`src/rtl/mpu_eth_rx_packer.sv`:
```
// mpu_eth_rx_packer: packs the MAC byte-wide receive stream into OUT_BYTES-wide packet beats,
// with max-length truncation, SOP/EOP recovery, merged per-packet error and saturating stats.
module mpu_eth_rx_packer #(
    parameter int OUT_BYTES = 4,
    parameter int MAX_LEN   = 1518,
    parameter int ERR_W     = 6,
    parameter int CNT_W     = 16
) (
    input  logic                         clk_clk,
    input  logic                         reset_reset,
    input  logic [7:0]                   receive_data,
    input  logic                         receive_valid,
    input  logic                         receive_startofpacket,
    input  logic                         receive_endofpacket,
    input  logic [ERR_W-1:0]             receive_error,
    output logic                         receive_ready,
    output logic [OUT_BYTES*8-1:0]       pkt_data,
    output logic                         pkt_valid,
    input  logic                         pkt_ready,
    output logic                         pkt_startofpacket,
    output logic                         pkt_endofpacket,
    output logic [$clog2(OUT_BYTES)-1:0] pkt_empty,
    output logic                         pkt_error,
    output logic [CNT_W-1:0]             stat_pkt_cnt,
    output logic [CNT_W-1:0]             stat_err_cnt,
    output logic [CNT_W-1:0]             stat_drop_cnt
);

    localparam int LANE_W = $clog2(OUT_BYTES);
    localparam int LEN_W  = $clog2(MAX_LEN + 1);
    localparam int DW     = OUT_BYTES * 8;

    typedef enum logic [1:0] {
        S_IDLE,
        S_IN_PKT,
        S_DISCARD
    } state_t;

    state_t              r_state;
    logic [DW-1:0]       r_acc;
    logic [LANE_W-1:0]   r_lane;
    logic [LEN_W-1:0]    r_len;
    logic                r_first;

    logic [DW-1:0]       r_pkt_data;
    logic                r_pkt_valid;
    logic                r_pkt_sop;
    logic                r_pkt_eop;
    logic [LANE_W-1:0]   r_pkt_empty;
    logic                r_pkt_err;
    logic [CNT_W-1:0]    r_pkt_cnt;
    logic [CNT_W-1:0]    r_err_cnt;
    logic [CNT_W-1:0]    r_drop_cnt;

    logic                w_ready;
    logic                w_take;
    logic                w_eop_hs;

    logic                w_load;
    logic [DW-1:0]       w_beat_data;
    logic                w_beat_sop;
    logic                w_beat_eop;
    logic [LANE_W-1:0]   w_beat_emp;
    logic                w_beat_err;
    logic                w_drop;
    state_t              w_state_nx;
    logic [DW-1:0]       w_acc_nx;
    logic [LANE_W-1:0]   w_lane_nx;
    logic [LEN_W-1:0]    w_len_nx;
    logic                w_first_nx;

    logic                w_wr;
    logic [DW-1:0]       w_wr_acc;
    logic [LANE_W-1:0]   w_wr_lane;
    logic [LEN_W-1:0]    w_wr_len;
    logic                w_wr_first;
    logic [DW-1:0]       w_ins;
    logic [LEN_W-1:0]    w_len_inc;
    logic                w_trunc;
    logic                w_end;

    function automatic logic [DW-1:0] f_insert(input logic [DW-1:0]     acc,
                                               input logic [LANE_W-1:0] lane,
                                               input logic [7:0]        b);
        logic [DW-1:0] v;
        v = acc;
        for (int i = 0; i < OUT_BYTES; i++) begin
            if (lane == LANE_W'(i)) v[(OUT_BYTES-1-i)*8 +: 8] = b;
        end
        return v;
    endfunction

    function automatic logic [CNT_W-1:0] f_sat_inc(input logic [CNT_W-1:0] v);
        return (&v) ? v : v + 1'b1;
    endfunction

    assign w_ready  = !reset_reset && !(r_pkt_valid && !pkt_ready);
    assign w_take   = receive_valid && w_ready;
    assign w_eop_hs = r_pkt_valid && pkt_ready && r_pkt_eop;

    always_comb begin
        w_load      = 1'b0;
        w_beat_data = '0;
        w_beat_sop  = 1'b0;
        w_beat_eop  = 1'b0;
        w_beat_emp  = '0;
        w_beat_err  = 1'b0;
        w_drop      = 1'b0;
        w_state_nx  = r_state;
        w_acc_nx    = r_acc;
        w_lane_nx   = r_lane;
        w_len_nx    = r_len;
        w_first_nx  = r_first;
        w_wr        = 1'b0;
        w_wr_acc    = r_acc;
        w_wr_lane   = r_lane;
        w_wr_len    = r_len;
        w_wr_first  = r_first;
        w_ins       = '0;
        w_len_inc   = '0;
        w_trunc     = 1'b0;
        w_end       = 1'b0;

        if (w_take) begin
            if (receive_startofpacket && r_state == S_IN_PKT) begin
                // Cut frame: flush what is held as a bad EOP beat; lane 0 means only a marker beat remains.
                w_load      = 1'b1;
                w_beat_data = r_acc;
                w_beat_sop  = r_first;
                w_beat_eop  = 1'b1;
                w_beat_err  = 1'b1;
                w_beat_emp  = (r_lane == '0) ? LANE_W'(OUT_BYTES - 1) : LANE_W'(0) - r_lane;
                if (receive_endofpacket) begin
                    // A single-byte frame cannot share the output register with the flush beat.
                    w_drop     = 1'b1;
                    w_state_nx = S_IDLE;
                    w_acc_nx   = '0;
                    w_lane_nx  = '0;
                    w_len_nx   = '0;
                    w_first_nx = 1'b0;
                end else begin
                    w_state_nx = S_IN_PKT;
                    w_acc_nx   = f_insert('0, '0, receive_data);
                    w_lane_nx  = LANE_W'(1);
                    w_len_nx   = LEN_W'(1);
                    w_first_nx = 1'b1;
                end
            end else if (receive_startofpacket) begin
                w_wr       = 1'b1;
                w_wr_acc   = '0;
                w_wr_lane  = '0;
                w_wr_len   = '0;
                w_wr_first = 1'b1;
            end else if (r_state == S_IN_PKT) begin
                w_wr = 1'b1;
            end else begin
                w_drop = 1'b1;
                if (r_state == S_DISCARD && receive_endofpacket) w_state_nx = S_IDLE;
            end
        end

        if (w_wr) begin
            w_ins     = f_insert(w_wr_acc, w_wr_lane, receive_data);
            w_len_inc = w_wr_len + 1'b1;
            w_trunc   = (w_len_inc == LEN_W'(MAX_LEN)) && !receive_endofpacket;
            w_end     = receive_endofpacket || w_trunc;
            if (w_wr_lane == LANE_W'(OUT_BYTES - 1) || w_end) begin
                w_load      = 1'b1;
                w_beat_data = w_ins;
                w_beat_sop  = w_wr_first;
                w_beat_eop  = w_end;
                w_beat_emp  = w_end ? LANE_W'(OUT_BYTES - 1) - w_wr_lane : '0;
                w_beat_err  = receive_endofpacket ? (|receive_error) : w_trunc;
                w_acc_nx    = '0;
                w_lane_nx   = '0;
                w_first_nx  = 1'b0;
                w_len_nx    = w_end ? '0 : w_len_inc;
                w_state_nx  = w_trunc ? S_DISCARD : (receive_endofpacket ? S_IDLE : S_IN_PKT);
            end else begin
                w_acc_nx   = w_ins;
                w_lane_nx  = w_wr_lane + 1'b1;
                w_len_nx   = w_len_inc;
                w_first_nx = w_wr_first;
                w_state_nx = S_IN_PKT;
            end
        end
    end

    always_ff @(posedge clk_clk) begin
        if (reset_reset) begin
            r_state     <= S_IDLE;
            r_acc       <= '0;
            r_lane      <= '0;
            r_len       <= '0;
            r_first     <= 1'b0;
            r_pkt_data  <= '0;
            r_pkt_valid <= 1'b0;
            r_pkt_sop   <= 1'b0;
            r_pkt_eop   <= 1'b0;
            r_pkt_empty <= '0;
            r_pkt_err   <= 1'b0;
            r_pkt_cnt   <= '0;
            r_err_cnt   <= '0;
            r_drop_cnt  <= '0;
        end else begin
            r_state <= w_state_nx;
            r_acc   <= w_acc_nx;
            r_lane  <= w_lane_nx;
            r_len   <= w_len_nx;
            r_first <= w_first_nx;
            if (w_load) begin
                r_pkt_valid <= 1'b1;
                r_pkt_data  <= w_beat_data;
                r_pkt_sop   <= w_beat_sop;
                r_pkt_eop   <= w_beat_eop;
                r_pkt_empty <= w_beat_emp;
                r_pkt_err   <= w_beat_err;
            end else if (pkt_ready) begin
                r_pkt_valid <= 1'b0;
            end
            if (w_eop_hs) begin
                r_pkt_cnt <= f_sat_inc(r_pkt_cnt);
                if (r_pkt_err) r_err_cnt <= f_sat_inc(r_err_cnt);
            end
            if (w_drop) r_drop_cnt <= f_sat_inc(r_drop_cnt);
        end
    end

    assign receive_ready     = w_ready;
    assign pkt_data          = r_pkt_data;
    assign pkt_valid         = r_pkt_valid;
    assign pkt_startofpacket = r_pkt_sop;
    assign pkt_endofpacket   = r_pkt_eop;
    assign pkt_empty         = r_pkt_empty;
    assign pkt_error         = r_pkt_err;
    assign stat_pkt_cnt      = r_pkt_cnt;
    assign stat_err_cnt      = r_err_cnt;
    assign stat_drop_cnt     = r_drop_cnt;

endmodule
```
`config.mk`:
```
export PLATFORM = sky130hd
export DESIGN_NAME = mpu_eth_rx_packer
export DESIGN_NICKNAME = d
export VERILOG_FILES = /design/src/rtl/mpu_eth_rx_packer.sv
export SDC_FILE = /design/constraint.sdc
export NUM_CORES = 1
export LEC_CHECK = 0
export BUFFER_PORTS_ARGS = -buffer_cell sky130_fd_sc_hd__buf_4
export CELL_PAD_IN_SITES_DETAIL_PLACEMENT = 1
export CELL_PAD_IN_SITES_GLOBAL_PLACEMENT = 1
export CORE_MARGIN = 5
export CORE_UTILIZATION = 41
export DETAILED_ROUTE_END_ITERATION = 7
export MAX_ROUTING_LAYER = met4
export PLACE_DENSITY_LB_ADDON = 0.1
export REMOVE_ABC_BUFFERS = 1
export SYNTH_ARGS = -nofsm -noshare
export SYNTH_HDL_FRONTEND = slang
export SYNTH_SLANG_ARGS = --single-unit
export TNS_END_PERCENT = 20
```
`constraint.sdc`:
```
create_clock -name clk_clk -period 4.4 [get_ports clk_clk]
set_input_delay 0.44 -clock clk_clk [delete_from_list [all_inputs] [get_ports clk_clk]]
set_output_delay 0.44 -clock clk_clk [all_outputs]
set_load 0.02 [all_outputs]
```
# Yosys cells after proc, flatten, opt, wreduce, memory -nomap -nowiden
# Index checks and enable logic that the tools add are counted.
# word_totals
ramBits,0
romBits,0
in_bits,20
latch_bits,0
memories,0
regBits,134
# classes
n_shift,0
n_mul,0
n_mux,79
eq_ne,8
magnitude_cmp,0
add_sub_neg,7
n_reduce_logical,29
bitwise_logic,3
div_mod_pow,0
# op_table
operator,count
32-bit two-way mux,12
11-bit two-way mux,8
"16-bit by 1-bit adder with 16-bit output, second input constant",3
16-bit AND reduction,3
2-bit two-way mux,21
1-bit two-way mux,34
8-bit two-way mux,4
"11-bit by 1-bit adder with 11-bit output, second input constant",1
"11-bit == test, second input constant",1
1-bit logical AND,8
"2-bit == test, second input constant",3
2-bit AND reduction,3
2-bit nonzero test,3
6-bit OR reduction,1
"2-bit by 1-bit == test with 1-bit output, second input constant",2
1-bit logical NOT,4
2-bit logical NOT,2
4-bit AND reduction,1
"3-bit by 1-bit inequality test with 1-bit output, second input constant",1
"3-bit inequality test, second input constant",1
1-bit inverter,3
3-bit AND reduction,1
3-bit nonzero test,1
"2-bit by 1-bit adder with 2-bit output, second input constant",1
other kinds (3),4

# Logic depth before layout (Yosys ltp)
# Gate-level depths: netlist (run 1).
# depth
word_depth,14
mapped_depth,17
mapped_depth_nobuf,13

# Worst setup path after synthesis (run 1)
# Ideal clock, no wire load.
# synth_timing
path_kind,register to register
from,"register r_pkt_valid, in the netlist pkt_valid"
to,"register r_pkt_data[0], in the netlist pkt_data[0]"
stages_incl_launch_ff,16
synth_period_minus_slack_ns,3.838
path_buffers,4
path_slack_ns,0.562
setup_time_ns,0.122
arrival_time_ns,3.716
required_ns,4.278
cell_sequence,dfxtp_1 -> nor2b_1 -> or4_1 -> clkbuf_1 -> clkbuf_1 -> and2_1 -> ha_1 -> nand3_2 -> or3_1 -> a2111oi_2 -> o2111a_1 -> buf_6 -> o31ai_4 -> and3_1 -> buf_6 -> a221o_1
# synth_between
elab_chain_cells,12
elab_cells_between_ends,21
cone_classes,add/sub (1); eq/ne (2); mux (11); reduce/logical (7)
# synth_lines
element,line,rtl
"start, declared",46,logic r_pkt_valid;
"start signal, assigned",197,r_pkt_valid <= 1'b0;
"start signal, assigned",212,r_pkt_valid <= 1'b1;
"start signal, assigned",219,r_pkt_valid <= 1'b0;
1-bit logical AND (*),97,assign w_ready = !reset_reset && !(r_pkt_valid && !pkt_ready);
1-bit logical NOT (*),97,
1-bit logical AND (*),97,
1-bit logical AND (*),98,assign w_take = receive_valid && w_ready;
11-bit two-way mux,124,if (w_take) begin
11-bit by 1-bit adder with 11-bit output,164,w_len_inc = w_wr_len + 1'b1;
11-bit == test,165,w_trunc = (w_len_inc == LEN_W'(MAX_LEN)) && !receive_endofpacket;
1-bit logical AND,165,
1-bit logical OR,166,w_end = receive_endofpacket || w_trunc;
1-bit logical OR,167,if (w_wr_lane == LANE_W'(OUT_BYTES - 1) || w_end) begin
32-bit two-way mux / 1-bit two-way mux (equally long branches),167,
32-bit two-way mux / 1-bit two-way mux (equally long branches),162,if (w_wr) begin
"end signal, assigned",213,r_pkt_data <= w_beat_data;
"end, declared",45,logic [DW-1:0] r_pkt_data;
# Every way passes the cells marked *; elsewhere a longest branch is shown, timed or not.
# A chain may end at the register's enable or synchronous reset.

# Worst setup path after layout (run 1)
# layout_timing
from,register r_state[1]
to,register r_acc[5]
# layout_between
elab_chain_cells,11
elab_cells_between_ends,24
cone_classes,add/sub (1); eq/ne (3); mux (13); reduce/logical (7)
# layout_lines
element,line,rtl
"start, declared",39,state_t r_state;
"start signal, assigned",206,r_state <= w_state_nx;
2-bit by 1-bit == test with 1-bit output (*),"125, 154",
1-bit logical AND,125,if (receive_startofpacket && r_state == S_IN_PKT) begin
11-bit two-way mux,125,
11-bit two-way mux,124,
11-bit by 1-bit adder with 11-bit output,164,
11-bit == test,165,
1-bit logical AND,165,
1-bit logical OR,166,
1-bit logical OR,167,
32-bit two-way mux,167,
32-bit two-way mux,162,
"end signal, assigned",207,r_acc <= w_acc_nx;
"end, declared",40,logic [DW-1:0] r_acc;
# Marked as above.

==> results of run 1 <==
[area by class of cell]
cell class                      count  share of cell area
Tap cell                          188              0.0302
Clock buffer                       20              0.0586
Inverter                           12             0.00578
Clock inverter                     12              0.0164
Multi-Input combinational cell    578               0.428
Timing Repair Buffer              121               0.117
Sequential cell                   134               0.344
[synth_stat cells, drive strengths merged (3+ instances only)]
| cell | count |
|---|---|
| inv | 12 |
| o21ai | 38 |
| nand2b | 3 |
| clkbuf | 37 |
| xnor2 | 18 |
| a21o | 3 |
| and4 | 10 |
| mux2i | 4 |
| or3 | 12 |
| and2 | 14 |
| and3 | 22 |
| buf | 10 |
| ha | 11 |
| nor2 | 111 |
| xor2 | 19 |
| a311oi | 24 |
| nand3 | 21 |
| a221o | 8 |
| nand2 | 137 |
| nor3 | 21 |
| a22oi | 20 |
| nand3b | 3 |
| o21a | 3 |
| nand4 | 14 |
| a221oi | 8 |
| dfxtp | 134 |
| a21oi | 20 |
[worst max-delay path: stages, from the launching register on]
cell       delay (ns)
dfxtp_1          0.35
nand2b_1         0.15
inv_1            0.06
ha_1             0.25
or4_1            0.59
and2_1           0.22
ha_1             0.30
nand3_2          0.15
o21ai_0          0.14
a2111oi_2        0.33
o2111a_1         0.44
nor4_4           0.12
buf_4            0.23
a31o_2           0.32
and2_1           0.18
[state kept, by name, indices dropped and copies added, names as in the netlist]
name and cells:
pkt_empty 2, stat_drop_cnt 16, r_len 11, r_state 2, r_lane 2, pkt_startofpacket 1
r_acc 32, pkt_endofpacket 1, pkt_valid 1, pkt_error 1, stat_pkt_cnt 16, stat_err_cnt 16
r_first 1, pkt_data 32
[layout by cell type, fill, tap and decap left out, types with 3 or more instances in the layout]
master / netlist / routed
a21o_1: 3 / 3
a21oi_1: 20 / 20
a221o_1: 8 / 8
a221oi_1: 8 / 8
a22oi_1: 20 / 20
a311oi_1: 24 / 24
and2_1: 14 / 14
and3_1: 22 / 22
and4_1: 10 / 10
buf_4: 0 / 121
clkbuf_16: 0 / 17
clkinv_2: 0 / 4
clkinvlp_4: 0 / 4
dfxtp_1: 134 / 134
ha_1: 11 / 11
inv_1: 12 / 12
mux2i_1: 4 / 4
nand2_1: 137 / 137
nand2b_1: 3 / 3
nand3_1: 20 / 20
nand3b_1: 3 / 3
nand4_1: 14 / 14
nor2_1: 111 / 110
nor3_1: 21 / 21
o21a_1: 3 / 3
o21ai_0: 38 / 38
or3_1: 12 / 12
xnor2_1: 18 / 18
xor2_1: 19 / 19
[where the power goes]
part	internal, mW	total [mW]	switching (mW)
Sequential	1.24	1.25	0.0165
Combinational	0.0744	0.219	0.144
Clock	0.861	1.42	0.554
Total	2.17	2.89	0.715
[path summary, 6_finish.rpt]
check	from	endpoint	cells past startpoint
setup / recovery	r_state[1]	r_acc[5]	14
hold / removal	receive_error[0]	pkt_error	4
setup reg to reg	r_state[1]	r_acc[5]	14
hold reg to reg	r_acc[0]	r_acc[0]	1
[stage by stage]
step / instances / power [mW] / hold WS, ns
floorplan: 724 / 1.39 / 0.431
global placement: 1033 / 1.49 / 0.450
detailed placement: 1033 / 1.50 / 0.454
CTS: 1065 / 2.92 / 0.347
global route: 1065 / 3.01 / 0.364
finish: 1065 / 2.89 / 0.358
[logic make-up (layout without fill, tap and decap cells)]
| kind of cell | Yosys count | count (layout) |
|---|---|---|
| fa+ha+maj | 11 | 11 |
| compound gates | 148 | 148 |
| buf+inv | 59 | 165 |
| mux | 4 | 4 |
| simple gates | 378 | 378 |
| flops | 134 | 134 |
| xor+xnor | 37 | 37 |
[metal layers]
| metal | vias to the layer above | routed length (microns) |
|---|---|---|
| li1 | 2906 | - |
| met1 | 3043 | 8540 |
| met2 | 120 | 9710 |
| met3 | 33 | 769 |
| met4 | 0 | 320 |
| met5 | - | 0 |
==> flow_metrics.py, run 1 <==
metrics = {
    "timing": {
        "slew_violations": 0,
        "tightest_slew_ns": 1.06,
        "hold_violations": 0,
        "min_period_ns": 3.93,
        "maxSlewHeadroom": 0.291,
        "fmax_mhz": 255,
        "rsz0062_at_grt": "no",
        "skew_ns": 0.00780,
        "setup_viol": 0,
        "finalSetupTns_ns": 0,
        "min_period_over_period": 0.892,
        "setup_ws_ns": 0.473,
    },
    "setup_path": {
        "reg2reg_slack_ns": 0.47,
        "required_ns": 4.72,
        "cp-end-kind": "register",
        "critPathKind": "reg -> reg",
        "crit_fanout": 18,
        "worstSetupStartpointType": "register",
        "arrival_ns": 4.24,
    },
    "grt": {
        "grtUsageMet1": 0.270,
        "use_met2": 0.385,
        "grt_pass1_vias": 6263,
        "busiest_layer": "met2",
        "grt_overflow": 0,
        "grt.total_usage": 0.228,
        "use_met3": 0.0536,
        "grt_max_degree": 80,
        "antenna_found_initial": 0,
        "grt_pass1_wl_microns": 32200,
    },
    "routing": {
        "totalWireLength_microns": 19300,
        "drc": 0,
        "vias": 6102,
        "drtPass1Iterations": 5,
        "drtIter0Drc": 323,
        "wl_per_cell_microns": 18.2,
        "via_per_inst": 5.73,
        "ant_nets": 0,
    },
    "die": {
        "die_height_microns": 134,
        "ioPinCount": 107,
        "chipWidth_microns": 134,
        "start_util": 0.415,
        "num_rows": 45,
        "core_sq_um": 15100,
        "die-area_sq_um": 17800,
    },
    "placement": {
        "port_buffers": 106,
        "postPlaceCellArea_sq_um": 7210,
        "gp_congestion": 0.841,
        "pre_cts_ws_ns": 0.462,
        "post-dp-hpwl_microns": 13200,
    },
    "clock_tree": {
        "clkTransAtPathRegs_ns": 0.06,
        "cts_setup_buffers": 0,
        "root_buffer": "clkbuf_16",
        "clkSinkCount": 134,
        "numCtsBuffers": 17,
        "cts_tree": "done",
        "insertion_delay_ns": 0.43,
        "clock_path_buffers": 2,
        "cts-resized-gates": 0,
        "cts_hold_buf": 0,
        "htree_levels": 4,
    },
    "synth": {
        "synth.top_cell.area_share": 0.429,
        "async_flop_share": 0,
        "synth_seq_area_share": 0.429,
        "yosys_register_bits": 134,
        "yosys_warnings": 0,
        "syn_area_sq_um": 6260,
        "yosysTopAreaCell": "dfxtp_1",
        "synthAdderAreaFrac": 0.0220,
        "synth_xor_area_frac": 0.0518,
        "syn_area_per_cell_sq_um": 8.12,
        "synthTopCellsByArea": "dfxtp_1 (43%), nand2_1 (8.2%), nor2_1 (6.7%), a311oi_1 (3.4%), o21ai_0 (3.0%)",
        "synth-compound-area-share": 0.172,
        "ys_types": 55,
        "ys.flop_type": "dfxtp_1",
        "synth_top_family_by_area": "simple AND/OR/NAND/NOR gates",
        "synth_cells": 771,
        "synth-edff-count": 0,
        "synthSimpleGateAreaFrac": 0.280,
        "synth.area.mux_share": 0.00640,
    },
    "flow_run": {
        "cap_violations": 0,
    },
    "cells_and_area": {
        "area_growth_pct": 24.5,
        "fillers": 1820,
        "multi_input_area_sq_um": 3330,
        "drive_gt1_frac": 0.185,
        "utilization": 0.516,
        "stdcell_area_sq_um": 7790,
        "num-nets-final": 895,
        "diodes": 0,
        "regArea_sq_um": 2680,
    },
    "hold_path": {
        "worstHoldPathType": "in -> reg",
    },
    "status": {
        "status": "completed",
    },
    "power": {
        "power.density_nw_per_um2": 371,
        "power.leakage_nw": 3.10,
        "peakVddDrop_v": 0.000276,
    },
}
No activity file was read; power rests on OpenSTA's default activity.
==> run 2, diff against run 1 <==
CORE_ASPECT_RATIO = 0.5   (was unset)
MAX_ROUTING_LAYER = unset   (was met4)
==> run 2 against run 1 <==
Register-to-register slack got worse by 0.15 ns. Sequential cell count did not move. Critical path depth fell by 1. Clock power rose by 6%. Sequential power barely moved. Critical path type unchanged.
==> flow_metrics.py, run 2 (synthesized netlist as in run 1, its figures left out) <==
metrics = {
    "power": {
        "peakVddDrop_v": 0.000267,
        "power_mw": 2.97,
        "power.leakage_nw": 3.10,
        "power.density_nw_per_um2": 380,
    },
    "clock_tree": {
        "insertion_delay_ns": 0.42,
        "cts_setup_buffers": 0,
        "cts-resized-gates": 0,
        "cts_hold_buf": 0,
        "numCtsBuffers": 17,
        "cts_tree": "done",
        "htree_levels": 4,
        "root_buffer": "clkbuf_16",
        "clkSinkCount": 134,
        "clock_path_buffers": 2,
        "clkTransAtPathRegs_ns": 0.06,
    },
    "die": {
        "chipWidth_microns": 185,
        "die_height_microns": 97.4,
        "num_rows": 31,
        "core_sq_um": 14700,
        "die-area_sq_um": 18000,
        "start_util": 0.426,
        "ioPinCount": 107,
    },
    "timing": {
        "skew_ns": 0.0172,
        "min_period_over_period": 0.927,
        "maxSlewHeadroom": 0.306,
        "rsz0062_at_grt": "no",
        "fmax_mhz": 245,
        "tightest_slew_ns": 1.04,
        "min_period_ns": 4.08,
        "hold_violations": 0,
        "slew_violations": 0,
        "setup_viol": 0,
    },
    "hold_path": {
        "holdPathStages": 4,
        "min_to": "pkt_error",
        "worstHoldPathType": "in -> reg",
        "hold_start": "receive_error[0]",
    },
    "cells_and_area": {
        "drive_gt1_frac": 0.182,
        "most-common-layout-cells": "nand2_1 (137), dfxtp_1 (134), buf_4 (118)",
        "area_growth_pct": 24.8,
        "layout_commonest_cell": "nand2_1",
        "stdcell_area_sq_um": 7810,
        "utilization": 0.531,
        "num-nets-final": 892,
        "diodes": 0,
    },
    "setup_path": {
        "cp_top_family": "compound AO/OA/AOI/OAI gates",
        "cp-startpoint": "r_state[1]",
        "reg2reg_slack_ns": 0.32,
        "crit_fanout": 10,
        "critPathKind": "reg -> reg",
        "path_buf_inv": 1,
        "slowest_delay_ns": 0.59,
        "cp-end-kind": "register",
        "arrival_ns": 4.37,
        "r2r_cells": 13,
        "r2r-start": "r_state[1]",
        "path_cells": "nand2b_1, inv_1, ha_1, or4_1, and2_1, ha_1, nand3_2, o21ai_0, a2111oi_2, o2111a_1, o31ai_4, and3_1, a221o_1",
        "required_ns": 4.69,
        "worstSetupStartpointType": "register",
        "cp_common_cell": "ha_1",
        "r2r-end": "pkt_data[0]",
        "critPathSlowestCell": "or4_1",
    },
    "routing": {
        "vias": 5952,
        "totalWireLength_microns": 18700,
        "drc": 0,
        "drtIter0Drc": 337,
        "drtPass1Iterations": 4,
        "ant_nets": 0,
        "via_per_inst": 5.55,
        "wl_per_cell_microns": 17.5,
    },
    "placement": {
        "post-dp-hpwl_microns": 12400,
        "postPlaceCellArea_sq_um": 7200,
        "port_buffers": 106,
        "gp_congestion": 0.787,
    },
    "grt": {
        "grt_pass1_wl_microns": 30900,
        "grt_pass1_vias": 6122,
        "grt_max_degree": 68,
        "grt_overflow": 0,
        "grt.total_usage": 0.208,
        "antenna_found_initial": 0,
    },
    "status": {
        "status": "completed",
    },
    "flow_run": {
        "cap_violations": 0,
    },
}
-- run 2: layout make-up --
cell class / count / area (sq um)
clock inverter: 13 / 173
tap: 198 / 248
timing repair buffer: 118 / 886
clock buffer: 19 / 443
sequential: 134 / 2680
fill: 1780 / 6890
multi-input combinational: 578 / 3330
inverter: 12 / 45.0
-- run 2: routing by layer --
metal | up-vias | track usage | share of wire
met2 | 85 | 0.347 | 0.47
met3 | 11 | 0.0396 | 0.034
met5 | - | 0 | 0
li1 | 2900 | - | -
met1 | 2956 | 0.279 | 0.48
met4 | 0 | 0.0496 | 0.0076
-- run 2: report_power, final --
part           leakage [nW]  internal, mW  switching [mW]
combinational          1.72        0.0732           0.142
sequential             1.08          1.24          0.0157
clock                 0.298         0.915           0.584
total                  3.10          2.22           0.742
-- run 2: stage by stage --
stage	instances	setup TNS (ns)	worst slack, ns	hold slack, ns
floorplan	724	-0.862	-0.103	0.431
global placement	1040	0	0.522	0.445
detailed placement	1040	0	0.303	0.448
CTS	1072	0	0.334	0.386
global route	1072	0	0.152	0.410
finish	1072	0	0.321	0.390
-- run 2: worst max-delay path by stage --
stage,endpoint,slack (ns),cells past startpoint
2_1_floorplan,pkt_data[0],-0.10,13
3_3_place_gp,pkt_data[5],0.52,12
3_5_place_dp,pkt_data[5],0.30,12
4_1_cts,pkt_data[0],0.33,13
5_1_grt,pkt_data[0],0.15,13
6_report,pkt_data[0],0.32,13
-- run 2: worst min-delay path: stages --
cell	delay [ns]
buf_4	0.08
nor2_1	0.03
nand4_1	0.08
and3_1	0.15
